===== src/rtl/ldpc_msg_pkg.sv =====
// ldpc_msg_pkg: message formats shared by the layered min-sum datapath.
//   QUAN_SIZE : width of v2c/c2v messages, sign-magnitude (MSB = sign)
//   APP_SIZE  : width of posterior (APP) values, two's complement
//   DIFF_W    : APP_SIZE+1, enough to hold app - c2v or diff + c2v unwrapped
//   sm2tc     : sign-magnitude message -> DIFF_W two's complement
//   tc2sm     : already-saturated two's complement -> sign-magnitude
//   sat       : symmetric clip to +/-(2^(width-1)-1) with clip flag
package ldpc_msg_pkg;

  localparam int QUAN_SIZE = 4;
  localparam int APP_SIZE  = 6;
  localparam int MAG_SIZE  = QUAN_SIZE - 1;
  localparam int DIFF_W    = APP_SIZE + 1;

  typedef struct packed {
    logic signed [DIFF_W-1:0] val;
    logic                     clip;
  } sat_t;

  // Negative zero (1000) falls out as -0 = 0.
  function automatic logic signed [DIFF_W-1:0] sm2tc(input logic [QUAN_SIZE-1:0] msg);
    logic signed [DIFF_W-1:0] mag;
    mag = $signed({{(DIFF_W-MAG_SIZE){1'b0}}, msg[MAG_SIZE-1:0]});
    return msg[QUAN_SIZE-1] ? -mag : mag;
  endfunction

  // Caller guarantees |val| <= 2^MAG_SIZE-1. A negative value always has a
  // non-zero magnitude, so negative zero is never produced.
  function automatic logic [QUAN_SIZE-1:0] tc2sm(input logic signed [DIFF_W-1:0] val);
    logic [MAG_SIZE-1:0] mag;
    mag = val[DIFF_W-1] ? MAG_SIZE'(-val) : MAG_SIZE'(val);
    return {val[DIFF_W-1], mag};
  endfunction

  function automatic sat_t sat(input logic signed [DIFF_W-1:0] val, input int width);
    logic signed [DIFF_W-1:0] lim;
    sat_t r;
    lim    = DIFF_W'((1 <<< (width - 1)) - 1);
    r.val  = val;
    r.clip = 1'b0;
    if (val > lim) begin
      r.val  = lim;
      r.clip = 1'b1;
    end else if (val < -lim) begin
      r.val  = -lim;
      r.clip = 1'b1;
    end
    return r;
  endfunction

endpackage


===== src/rtl/vn_delay_line.sv =====
// vn_delay_line: fixed-depth shift register with a valid bit per entry.
//   sys_clk, rstn : clock, synchronous active-low reset (clears valids only)
//   d_i, vld_i    : tail entry, written every cycle
//   d_o, vld_o    : head entry, DEPTH cycles after it was written
module vn_delay_line #(
  parameter int WIDTH = 8,
  parameter int DEPTH = 4
) (
  input  logic             sys_clk,
  input  logic             rstn,
  input  logic [WIDTH-1:0] d_i,
  input  logic             vld_i,
  output logic [WIDTH-1:0] d_o,
  output logic             vld_o
);

  logic [DEPTH-1:0][WIDTH-1:0] data_q;
  logic [DEPTH-1:0]            vld_pipe_q;

  // Data needs no reset: it is only ever consumed alongside its valid bit.
  always_ff @(posedge sys_clk) begin
    for (int i = DEPTH - 1; i > 0; i--) data_q[i] <= data_q[i-1];
    data_q[0] <= d_i;
  end

  always_ff @(posedge sys_clk) begin
    if (!rstn) begin
      vld_pipe_q <= '0;
    end else begin
      for (int i = DEPTH - 1; i > 0; i--) vld_pipe_q[i] <= vld_pipe_q[i-1];
      vld_pipe_q[0] <= vld_i;
    end
  end

  assign d_o   = data_q[DEPTH-1];
  assign vld_o = vld_pipe_q[DEPTH-1];

endmodule


===== src/rtl/layer_vn_update_6.sv =====
// layer_vn_update_6: variable-node half of a degree-6 layered min-sum row.
//   Stage A : v2c = sat7(app_in - c2v_old) in sign-magnitude, to the CNU.
//   Delay   : unsaturated diffs held CNU_LAT cycles to meet the CNU answer.
//   Stage B : app_out = sat31(diff + c2v_new) when c2v_new_valid.
// Ports:
//   sys_clk, rstn            clock, synchronous active-low reset
//   in_valid, app_in, c2v_old  incoming row
//   v2c_out, v2c_valid, v2c_sat  messages to the CNU
//   c2v_new_valid, c2v_new   CNU response
//   app_out, app_out_valid, app_sat  updated posteriors
//   align_err                sticky CNU/delay-line misalignment flag
module layer_vn_update_6
  import ldpc_msg_pkg::*;
#(
  parameter int CN_DEGREE = 6,
  parameter int CNU_LAT   = 4
) (
  input  logic                           sys_clk,
  input  logic                           rstn,
  input  logic                           in_valid,
  input  logic [CN_DEGREE*APP_SIZE-1:0]  app_in,
  input  logic [CN_DEGREE*QUAN_SIZE-1:0] c2v_old,
  output logic [CN_DEGREE*QUAN_SIZE-1:0] v2c_out,
  output logic                           v2c_valid,
  output logic                           v2c_sat,
  input  logic                           c2v_new_valid,
  input  logic [CN_DEGREE*QUAN_SIZE-1:0] c2v_new,
  output logic [CN_DEGREE*APP_SIZE-1:0]  app_out,
  output logic                           app_out_valid,
  output logic                           app_sat,
  output logic                           align_err
);

  logic [CN_DEGREE-1:0][QUAN_SIZE-1:0] v2c_d, v2c_q;
  logic [CN_DEGREE-1:0][DIFF_W-1:0]    diff_d, diff_q, head_diff;
  logic [CN_DEGREE-1:0][APP_SIZE-1:0]  app_d, app_q;
  logic [CN_DEGREE-1:0]                clip_v, clip_a;
  logic                                v2c_vld_q, v2c_sat_q;
  logic                                app_vld_q, app_sat_q, align_err_q;
  logic                                head_vld;

  for (genvar g = 0; g < CN_DEGREE; g++) begin : g_lane
    logic signed [APP_SIZE-1:0] app_l;
    logic signed [DIFF_W-1:0]   diff_l, sum_l;
    sat_t                       vs, as;
    logic                       lane_unused;

    assign app_l  = app_in[g*APP_SIZE +: APP_SIZE];
    assign diff_l = $signed({app_l[APP_SIZE-1], app_l}) - sm2tc(c2v_old[g*QUAN_SIZE +: QUAN_SIZE]);
    assign vs     = sat(diff_l, QUAN_SIZE);

    assign diff_d[g] = diff_l;
    assign v2c_d[g]  = tc2sm(vs.val);
    assign clip_v[g] = vs.clip;

    assign sum_l     = $signed(head_diff[g]) + sm2tc(c2v_new[g*QUAN_SIZE +: QUAN_SIZE]);
    assign as        = sat(sum_l, APP_SIZE);
    // After a +/-31 clip the top bit is just a sign copy.
    assign app_d[g]  = as.val[APP_SIZE-1:0];
    assign lane_unused = as.val[DIFF_W-1];
    assign clip_a[g] = as.clip;
  end

  // Stage A: data holds when idle, sat flag only meaningful with valid.
  always_ff @(posedge sys_clk) begin
    if (!rstn) begin
      v2c_q     <= '0;
      diff_q    <= '0;
      v2c_vld_q <= 1'b0;
      v2c_sat_q <= 1'b0;
    end else begin
      v2c_vld_q <= in_valid;
      v2c_sat_q <= in_valid & (|clip_v);
      if (in_valid) begin
        v2c_q  <= v2c_d;
        diff_q <= diff_d;
      end
    end
  end

  vn_delay_line #(
    .WIDTH (CN_DEGREE*DIFF_W),
    .DEPTH (CNU_LAT)
  ) u_dly (
    .sys_clk (sys_clk),
    .rstn    (rstn),
    .d_i     (diff_q),
    .vld_i   (v2c_vld_q),
    .d_o     (head_diff),
    .vld_o   (head_vld)
  );

  // Stage B fires on the CNU's valid even when misaligned; align_err records it.
  always_ff @(posedge sys_clk) begin
    if (!rstn) begin
      app_q       <= '0;
      app_vld_q   <= 1'b0;
      app_sat_q   <= 1'b0;
      align_err_q <= 1'b0;
    end else begin
      app_vld_q <= c2v_new_valid;
      app_sat_q <= c2v_new_valid & (|clip_a);
      if (c2v_new_valid) app_q <= app_d;
      if (c2v_new_valid != head_vld) align_err_q <= 1'b1;
    end
  end

  assign v2c_out       = v2c_q;
  assign v2c_valid     = v2c_vld_q;
  assign v2c_sat       = v2c_sat_q;
  assign app_out       = app_q;
  assign app_out_valid = app_vld_q;
  assign app_sat       = app_sat_q;
  assign align_err     = align_err_q;

endmodule


===== config.mk =====
export PLATFORM = sky130hd
export DESIGN_NAME = layer_vn_update_6
export DESIGN_NICKNAME = d
export VERILOG_FILES = /design/src/rtl/ldpc_msg_pkg.sv /design/src/rtl/vn_delay_line.sv /design/src/rtl/layer_vn_update_6.sv
export SDC_FILE = /design/constraint.sdc
export NUM_CORES = 1
export LEC_CHECK = 0
export CAP_MARGIN = 40
export CORE_ASPECT_RATIO = 2
export CORE_MARGIN = 8
export CORE_UTILIZATION = 50
export CTS_CLUSTER_SIZE = 16
export DETAILED_ROUTE_END_ITERATION = 10
export DONT_BUFFER_PORTS = 1
export PLACE_DENSITY = 0.74
export SYNTH_ARGS = -nofsm -noshare
export SYNTH_HDL_FRONTEND = slang
export SYNTH_HIERARCHICAL = 1
export SYNTH_SLANG_ARGS = --single-unit

===== constraint.sdc =====
create_clock -name sys_clk -period 3.9 [get_ports sys_clk]
set_input_delay 0.39 -clock sys_clk [delete_from_list [all_inputs] [get_ports sys_clk]]
set_output_delay 0.39 -clock sys_clk [all_outputs]
set_load 0.03 [all_outputs]

==> flow_summary.ini <==
[worst_setup_path]
worstPathMaxFanout = 4
required_ps = 4290
worstPathArrival_ps = 3900
endpoint_kind = register
start_kind = input port
crit_type = in -> reg

[sta]
fin_worst_skew_ps = 10.91
slew_violations = 0
hold_ws_ps = 27.53
rsz0062_at_grt = no
hold_viol = 0
finalSetupViolations = 0
min_period_ps = 3508
fmaxAchievable_mhz = 285.1
timing.final.crit_share = 0.8994
tightest_slew_ps = 702.6
slew_headroom = 0.5300

[clock_tree]
cts_buffers = 24
cts_buffer_depth = 3
cts.sinks = 279
root_buffer = clkbuf_16
cts.htree.levels = 1
clk_pin_slew_ps = 70
cts_tree = built
insertion_delay_ps = 510
cts_resized = 0

[global_routing]
grt_max_degree = 55
grt_overflow_total = 0
grt_pass1_vias = 8929
antenna_found_initial = 0
grt.total_usage = 0.1670
grt_pass1_wl_microns = 42150

[routing]
routed_via_density = 5.392
drtAntennaViolNets = 0
first_pass_iters = 5
wl_per_cell_microns = 16.12
vias = 8741
drt-total-wl_microns = 26140
first_iter_violations = 325
drcViolationCount = 0

[floorplanning]
core_area_sq_um = 25030
die_width_microns = 128.7
rows = 82
start_util = 0.5076
floorplan.die.height_microns = 241.5
die-area_sq_um = 31080
io_pins = 153

[yosys]
yosysTopAreaCell = dfxtp_1
synth_top_area_share = 0.4395
ys_top_cells_by_area = dfxtp_1, ha_1, nor2_1, o21ai_0, inv_1
synth-seq-cells = 279
avgSynthCellArea_sq_um = 9.775
synth_edf_count = 0
ys_types = 73
synth_nets = 1512
synthArstFlopShare = 0
netlist_area_sq_um = 12710
ys.flop_type = dfxtp_1
synth_cells = 1300
yosysSeqAreaShare = 0.4395
yosys_warnings = 6

[power_and_ir_drop]
p_clk_frac = 0.320
switchingPower_w = 0.002252
swShare = 0.2967
peakVddDrop_mv = 0.2807
power_frac_comb = 0.219
power.internal_w = 0.005338
power_density_nw_per_um2 = 554.9
total_power_w = 0.007591
power_frac_seq = 0.461
p_leak_nw = 5.834

[layout]
diodes = 0
fin_nets = 1481
area_delta_synth_final_pct = 7.641
final.fill_count = 2244
layout-drive-gt1-share = 0.08249

[min_path]
hp-class = in -> reg

[run]
cap_violations = 0

[place]
dpl.hpwl_microns = 19620
place_congestion = 0.8379
port_buffers = 0

[run_status]
status = complete, no violations
kinds of logic after synthesis:
| kind of cell | Yosys count | synth area share |
|---|---|---|
| multiplexers | 25 | 0.02068 |
| adder cells (fa/ha/maj) | 128 | 0.1323 |
| AND/OR/NAND/NOR | 321 | 0.1280 |
| buffers and inverters | 165 | 0.06115 |
| flip-flops | 279 | 0.4395 |
| AO/OA/AOI/OAI | 324 | 0.1770 |
| XOR/XNOR | 58 | 0.04126 |
power groups by stage:
stage	Combinational (W)	Sequential, W	Clock [W]
2_1_floorplan	0.00139	0.00350	0
3_3_place_gp	0.00159	0.00356	0
3_5_place_dp	0.00164	0.00357	0
4_1_cts	0.00167	0.00351	0.00250
5_1_grt	0.00187	0.00354	0.00261
6_report	0.00166	0.00350	0.00243
per-layer routing:
layer  track usage  vias up  part of all wire
met5             0        -                 0
met4       0.08742        0             0.038
met3       0.03704       46             0.066
met2        0.3202      219              0.53
met1        0.1605     4032              0.37
li1              -     4444                 -
cell type report:
class                   count  area [sq um]  area share
flip-flops and latches    279          5585      0.4083
multi-input cells         856          6345      0.4639
clock inverters             7         93.84    0.006861
clock buffers              35         723.2     0.05287
repair buffers             16         165.2     0.01207
inverters                  92         345.3     0.02525
well taps                 336         420.4     0.03074
final timing paths:
check | startpoint | end | slack, ps | cells past startpoint
worst max-delay path | c2v_old[0] | v2c_out[2]$_SDFFE_PN0P_ | 390 | 18
worst min-delay path | rstn | v2c_out[5]$_SDFFE_PN0P_ | 30 | 2
worst max register to register | u_dly/d_o[35]$_DFF_P_ | app_sat$_SDFF_PN0_ | 1130 | 10
worst min register to register | u_dly/data_q[35]$_DFF_P_ | u_dly/data_q[77]$_DFF_P_ | 320 | 0
registers in the layout (all words and copies together), names as in the netlist:
name	count
u_dly/data_q	126
diff_q	42
u_dly/d_o	42
app_out	36
v2c_out	24
u_dly/vld_pipe_q	4
align_err	1
app_out_valid	1
app_sat	1
v2c_sat	1
v2c_valid	1
through the flow:
stage / worst slack (ps) / std cells / setup TNS [ps] / utilization / area [sq um]
2_1_floorplan: 144.3 / 1300 / 0 / - / 12710
3_5_place_dp: -52.91 / 1575 / -93.43 / 0.5115 / 12810
3_3_place_gp: 46.46 / 1574 / 0 / 0.5104 / 12780
5_1_grt: 197.2 / 1621 / 0 / 0.5464 / 13680
6_report: 392.3 / 1621 / 0 / 0.5464 / 13680
4_1_cts: 415.2 / 1620 / 0 / 0.5458 / 13660
critical path: stages:
cell      delay (ps)
inv_1             20
ha_1             270
nand2_1           60
o21ai_0          130
fa_1             430
nand2b_1         160
a21boi_0         260
o21ai_2          140
mux2i_4          210
nor2_1            90
or4_1            560
ha_1             340
nor2_1            70
and2_1           170
ha_1             200
nor2_1           150
xnor2_1          130
a31oi_1           90
synthesized netlist by cell type, types with 3 or more instances:
library cell	instances
xnor2_1	38
dfxtp_1	279
a21bo_2	4
mux2i_1	24
maj3_1	4
o21ai_1	4
and2_1	23
nor3b_1	9
o221a_2	16
or2_2	8
nand2b_1	16
a211oi_2	7
o31ai_1	11
a211oi_1	26
xor2_1	19
o31a_1	9
a221o_1	4
nand3b_1	6
nand3_1	13
a311oi_1	10
nor2_1	115
a21oi_1	59
and2b_1	3
a31oi_1	22
nor2b_1	35
or3_1	15
fa_1	12
o21a_1	24
a21o_1	5
ha_1	112
a21boi_0	4
o21ai_0	86
buf_4	42
nand2_1	53
nor3_1	12
clkbuf_1	29
a211o_1	3
inv_1	91
layout by cell type, fill, tap and decap left out, drive strengths merged, types with 22 or more instances in the layout:
cell / count
and2: 23
dfxtp: 279
xnor2: 38
nand2: 53
o21a: 24
inv: 93
nor2: 115
a211oi: 34
nor2b: 36
mux2i: 25
clkbuf: 35
a21oi: 60
ha: 112
o21ai: 92
a31oi: 22
repair_timing:
item | CTS | global route
buffers inserted | 0 | 0
hold endpoints to repair | 59 | 0
hold buffers | 3 | 0
Power figures use the tool's default switching activity.
